## src/rtl/fetch_pkg.sv

```systemverilog
// Shared definitions for the instruction fetch stage and its neighbours.
package fetch_pkg;

  typedef enum logic [1:0] {
    BOOT      = 2'd0,
    FETCH_OP  = 2'd1,
    FETCH_IMM = 2'd2
  } fetch_state_t;

  localparam logic [15:0] NOP_INSTR = 16'h0000;

  // Instruction word field positions, shared with decode.
  localparam int OPCODE_HI = 15;
  localparam int OPCODE_LO = 9;
  localparam int RSRC1_HI  = 8;
  localparam int RSRC1_LO  = 6;
  localparam int RSRC2_HI  = 5;
  localparam int RSRC2_LO  = 3;
  localparam int RDST_HI   = 2;
  localparam int RDST_LO   = 0;

endpackage

```

## src/rtl/if_id_reg.sv

```systemverilog
// IF/ID pipeline register: holds instruction, immediate, next-PC and valid.
// bubble loads a NOP with valid 0 and keeps the previous pc; stall holds all.
module if_id_reg
  import fetch_pkg::*;
#(
  parameter int PC_W = 20
) (
  input  logic            clk,
  input  logic            rst,
  input  logic            stall,
  input  logic            bubble,
  input  logic [15:0]     instr_d,
  input  logic [15:0]     imm_d,
  input  logic [PC_W-1:0] pc_d,
  output logic [15:0]     instr,
  output logic [15:0]     imm,
  output logic [PC_W-1:0] pc,
  output logic            valid
);

  // Register update: reset, then bubble (wins over stall), then hold, then load.
  always_ff @(posedge clk) begin
    if (rst) begin
      instr <= NOP_INSTR;
      imm   <= 16'h0000;
      pc    <= '0;
      valid <= 1'b0;
    end else if (bubble) begin
      instr <= NOP_INSTR;
      imm   <= 16'h0000;
      valid <= 1'b0;
    end else if (!stall) begin
      instr <= instr_d;
      imm   <= imm_d;
      pc    <= pc_d;
      valid <= 1'b1;
    end
  end

endmodule

```

## src/rtl/fetch_stage.sv

```systemverilog
// Instruction fetch stage: owns the PC, assembles one- or two-word
// instructions and hands them to decode through the IF/ID register.
module fetch_stage
  import fetch_pkg::*;
#(
  parameter int PC_W    = 20,
  parameter int IMM_BIT = 15
) (
  input  logic            clk,
  input  logic            rst,
  input  logic            stall,
  input  logic            branch_taken,
  input  logic [PC_W-1:0] branch_target,
  output logic [PC_W-1:0] imem_addr,
  input  logic [15:0]     imem_data,
  output logic [15:0]     instr_out,
  output logic [15:0]     imm_out,
  output logic [PC_W-1:0] pc_out,
  output logic            valid_out
);

  fetch_state_t    state, state_nxt;
  logic [PC_W-1:0] pc, pc_nxt;
  logic [15:0]     op_hold, op_hold_nxt;

  logic            hold_p0;
  logic            bubble_p0;
  logic [15:0]     instr_p0;
  logic [15:0]     imm_p0;
  logic [PC_W-1:0] pc_p0;
  logic [PC_W-1:0] pc_inc;

  assign pc_inc = pc + PC_W'(1);

  // Address depends only on registered state: the reset vector lives at 0.
  assign imem_addr = (state == BOOT) ? '0 : pc;

  // Next-state, next-PC and IF/ID load controls; priority branch > stall > progress.
  always_comb begin
    state_nxt   = state;
    pc_nxt      = pc;
    op_hold_nxt = op_hold;
    hold_p0     = 1'b0;
    bubble_p0   = 1'b0;
    instr_p0    = imem_data;
    imm_p0      = 16'h0000;
    pc_p0       = pc_inc;
    case (state)
      BOOT: begin
        pc_nxt    = PC_W'(imem_data);
        state_nxt = FETCH_OP;
        bubble_p0 = 1'b1;
      end
      FETCH_OP: begin
        if (branch_taken) begin
          pc_nxt    = branch_target;
          state_nxt = FETCH_OP;
          bubble_p0 = 1'b1;
        end else if (stall) begin
          hold_p0 = 1'b1;
        end else begin
          pc_nxt = pc_inc;
          if (imem_data[IMM_BIT]) begin
            op_hold_nxt = imem_data;
            bubble_p0   = 1'b1;
            state_nxt   = FETCH_IMM;
          end
        end
      end
      FETCH_IMM: begin
        if (branch_taken) begin
          pc_nxt      = branch_target;
          state_nxt   = FETCH_OP;
          op_hold_nxt = 16'h0000;
          bubble_p0   = 1'b1;
        end else if (stall) begin
          hold_p0 = 1'b1;
        end else begin
          pc_nxt    = pc_inc;
          instr_p0  = op_hold;
          imm_p0    = imem_data;
          state_nxt = FETCH_OP;
        end
      end
      default: begin
        state_nxt = BOOT;
        bubble_p0 = 1'b1;
      end
    endcase
  end

  // PC, state and opcode holding register.
  always_ff @(posedge clk) begin
    if (rst) begin
      state   <= BOOT;
      pc      <= '0;
      op_hold <= 16'h0000;
    end else begin
      state   <= state_nxt;
      pc      <= pc_nxt;
      op_hold <= op_hold_nxt;
    end
  end

  // ---- IF/ID boundary: p0 fetch values registered into the decode-facing stage ----
  if_id_reg #(.PC_W(PC_W)) u_if_id (
    .clk     (clk),
    .rst     (rst),
    .stall   (hold_p0),
    .bubble  (bubble_p0),
    .instr_d (instr_p0),
    .imm_d   (imm_p0),
    .pc_d    (pc_p0),
    .instr   (instr_out),
    .imm     (imm_out),
    .pc      (pc_out),
    .valid   (valid_out)
  );

endmodule

```

## config.mk

```make
export PLATFORM = sky130hd
export DESIGN_NAME = fetch_stage
export DESIGN_NICKNAME = d
export VERILOG_FILES = /design/src/rtl/fetch_pkg.sv /design/src/rtl/if_id_reg.sv /design/src/rtl/fetch_stage.sv
export SDC_FILE = /design/constraint.sdc
export NUM_CORES = 1
export LEC_CHECK = 0
export ABC_CLOCK_PERIOD_IN_PS = 3000
export CAP_MARGIN = 20
export CORE_AREA = 2 2 111 113
export DETAILED_ROUTE_END_ITERATION = 8
export DIE_AREA = 0 0 113 115
export DONT_BUFFER_PORTS = 1
export MAX_ROUTING_LAYER = met4
export PLACE_DENSITY_LB_ADDON = 0.15
export SKIP_CTS_REPAIR_TIMING = 1
export SLEW_MARGIN = 5
export SYNTH_ARGS = -nofsm -noshare
export SYNTH_HDL_FRONTEND = slang
export SYNTH_HIERARCHICAL = 1
export SYNTH_SLANG_ARGS = --single-unit
export TNS_END_PERCENT = 5
```

## constraint.sdc

```tcl
create_clock -name clk -period 3 [get_ports clk]
set_clock_uncertainty 0.2 [all_clocks]
set_input_delay 0.45 -clock clk [delete_from_list [all_inputs] [get_ports clk]]
set_output_delay 0.45 -clock clk [all_outputs]
set_load 0.01 [all_outputs]
```

==> summary.md <==
| Metric | Value |
|---|---|
| Synth Cell Area | `roughly 5000 sq um` |
| Sum of negative setup slack | `0 ns` |
| Power Density | `roughly 620 nW/um^2` |
| Initial antenna violation count | `1` |
| Die outline height | `between 100 and 150 um` |
| Worst-path fanout max | `10` |
| Largest net degree at the start of global routing | `62` |
| Seq cells post-synth | `between 90 and 100` |
| Max_slew headroom | `48.54%` |
| CP required | `about 3.1 ns` |
| Number of flops mapped to enable cells by yosys | `0` |
| CP Cell Sequence | `ha_1, nand3_4, nor3_1, nand2_1, xnor2_1, or3b_1, a21oi_1` |
| FP Rows | `40` |
| R2r endpoint | `u_if_id/pc[18]` |
| Mapped Nets | `620` |
| Outcome | `finished with violations` |
| Top FF cell, synth | `dfxtp_1` |
| Min-Delay Endpoint | `pc[10]` |
| GRT Resource Usage Total | `around a fifth` |
| Hold depth | `1` |
| Htree depth | `3` |
| Leading cell type in the layout, fill and taps excluded | `dfxtp_1` |
| Reg clk slew, reported paths | `~0.070 ns` |
| Kind of critical path | `flop to flop` |
| Ports | `113` |
| Tmin final | `between 2 and 3 ns` |
| Failing checks | `DRC` |
| Max-Cap Viols | `0` |
| Ys Warns | `6` |
| Setup violators final | `0` |
| DP Worst Slack | `roughly 0.44 ns` |
| Slowest Stage Delay on Critical Path | `between 0.5 and 0.6 ns` |
| Highest clock rate | `between 300 and 400 MHz` |
| Final #Nets | `roughly 600` |
| IR drop worst, VDD | `about 0.35 mV` |
| Die width | `approximately 110 um` |
| Layout area overhead | `6.754%` |
| Post-Syn Instances | `574` |
| FF-to-FF path depth | `7` |
| Fin worst setup slack | `between 0.4 and 0.5 ns` |
| Final period util | `between 80 and 90%` |
| Proportion of layout cells with a drive suffix above 1 | `between 10% and 20%` |
| Worst-Margin Slew | `roughly 0.77 ns` |
| DR pass1 iterations | `7` |
| Final GP Congestion | `slightly below 0.9` |
| Via/cell ratio | `between 5 and 6` |
| Clock root cell | `clkbuf_16` |
| Port bufs | `0` |
| Async SR Flop Fraction | `0%` |
| Post-Route WL | `13.38 mm` |
| Die ar. | `around 13,000 sq um` |
| CTS tree | `built` |
| # placed instances | `677` |
| Unrepaired setup endpoints after global routing | `no` |
| Fin. max-slew vios | `0` |
| Reg2reg start | `pc[0]` |
| CP arrival | `between 2 and 3 ns` |
| # DRC | `10` |
| Worst-case clock buffer depth | `2` |
| Vias post-DR | `roughly 4,000` |
| Finished Cell Area | `approximately 5300 sq um` |
| Sequential share of the synthesized area | `a little over a third` |
| DR iter-0 viols | `286` |
| Area fraction of the dominant cell type after synthesis | `a little over a third` |
| R2r setup slk | `0.41 ns` |
| Finished Layout Cells | `between 600 and 700` |
| DPL Wire Length | `around 9.4 mm` |
| Grt ovf | `0` |
| Post-route ant nets | `0` |
| Most frequent cells in the layout | `91 x dfxtp_1, 68 x nor2_1, 49 x a21oi_1` |
| Drt wl/cell | `a little under 20 um` |
| Synth cell types | `slightly above 60` |
| Core area | `11,810 sq um` |
| Hold Slack | `between 0.015 and 0.02 ns` |
| Syn avg cell area | `approximately 8.7 sq um` |
| Fin. Hold Viols | `0` |
| Top cells by area, synth | `dfxtp_1 37%, mux2i_1 7.0%, nor2_1 5.2%` |
| Static leakage | `1.821 nW` |
| Worst Setup End Kind | `flop` |
| First-pass GRT wire length | `21.09 mm` |
| Initial Util | `a little over two fifths` |
| Hold path start | `rst` |
| Max stage delay cell, worst path | `nor3_1` |
| Vias in the first global route | `3,942` |
| Clk sink count | `91` |
| Hold Path Class | `primary input to flop` |
| Area after DPL | `4955 sq um` |
| CP startpoint kind | `flop` |
| Post-synth top area cell | `dfxtp_1` |
| Skew-Pair Late Insertion Delay | `~0.35 ns` |
| CTS Buf Count | `9` |
-- per-layer routing --
layer  vias to the layer above  share of wire [%]  global-route usage, %
met5                         -                  0                      -
met4                         0                1.6                  6.341
met3                        21                8.4                  7.011
met2                       125                 44                  32.46
met1                      1881                 46                  26.58
li1                       1989                  -                      -
-- registers in the layout, summed over array words and instances, names as in the netlist --
| name | cells |
|---|---|
| pc | 20 |
| u_if_id/pc | 20 |
| op_hold | 16 |
| u_if_id/imm | 16 |
| u_if_id/instr | 16 |
| state | 2 |
| u_if_id/valid | 1 |
-- power by group --
group / switching [mW] / internal, mW / leakage, nW
logic: 0.365 / 0.238 / 0.924
clock network: 0.491 / 0.758 / 0.156
registers: 0.137 / 1.30 / 0.741
-- critical path: cells and delay by family (launching register included) --
family	cells	cell delay (ns)
AOI/OAI and AO/OA	1	0.12
xor gates and xnor gates	1	0.15
adders and majority gates	1	0.30
DFF	1	0.46
and+or+nand+nor	4	1.29
-- cell usage after synthesis (16+ instances only) --
master	n
o21ai_0	33
and2_1	16
a21oi_1	49
clkbuf_1	18
or3b_1	20
inv_1	22
mux2i_1	35
dfxtp_1	91
nor2b_1	17
mux2_2	17
nand2_1	16
nor2_1	69
-- final cells by class --
type                       count  area (sq um)
fill                        1228          6491
clock inverter                 5         85.08
clock buffer                  11         242.7
sequential                    91          1822
inverter                      22         82.58
timing repair buffer           8         92.59
tap                          147         183.9
antenna                        1         2.502
multi-input combinational    411          2809
-- worst max-delay path by stage --
| stage | start | to | slack, ns | cells past startpoint |
|---|---|---|---|---|
| 2_1_floorplan | state[0] | u_if_id/pc[16] | 0.72 | 9 |
| 3_3_place_gp | pc[0] | u_if_id/pc[18] | 0.49 | 7 |
| 3_5_place_dp | pc[0] | u_if_id/pc[18] | 0.44 | 7 |
| 4_1_cts | pc[0] | u_if_id/pc[18] | 0.42 | 7 |
| 5_1_grt | pc[0] | u_if_id/pc[18] | 0.15 | 7 |
| 6_report | pc[0] | u_if_id/pc[18] | 0.41 | 7 |
-- cells by family after synthesis --
group	count (synthesis)	synth area share [%]
mux	52	10.87
simple gates	188	21.49
compound gates	147	19.11
buf+inv	72	7.306
xor+xnor	18	3.163
fa+ha+maj	6	1.506
flops	91	36.56
-- through the flow --
step	total power, mW	utilization (%)
after detailed placement	2.049	41.95
final	3.286	45.04
after global routing	3.438	45.04
after floorplan	1.948	-
after CTS	3.291	44.72
after global placement	2.035	41.95
Note: power is estimated with default switching activity, not from simulation.
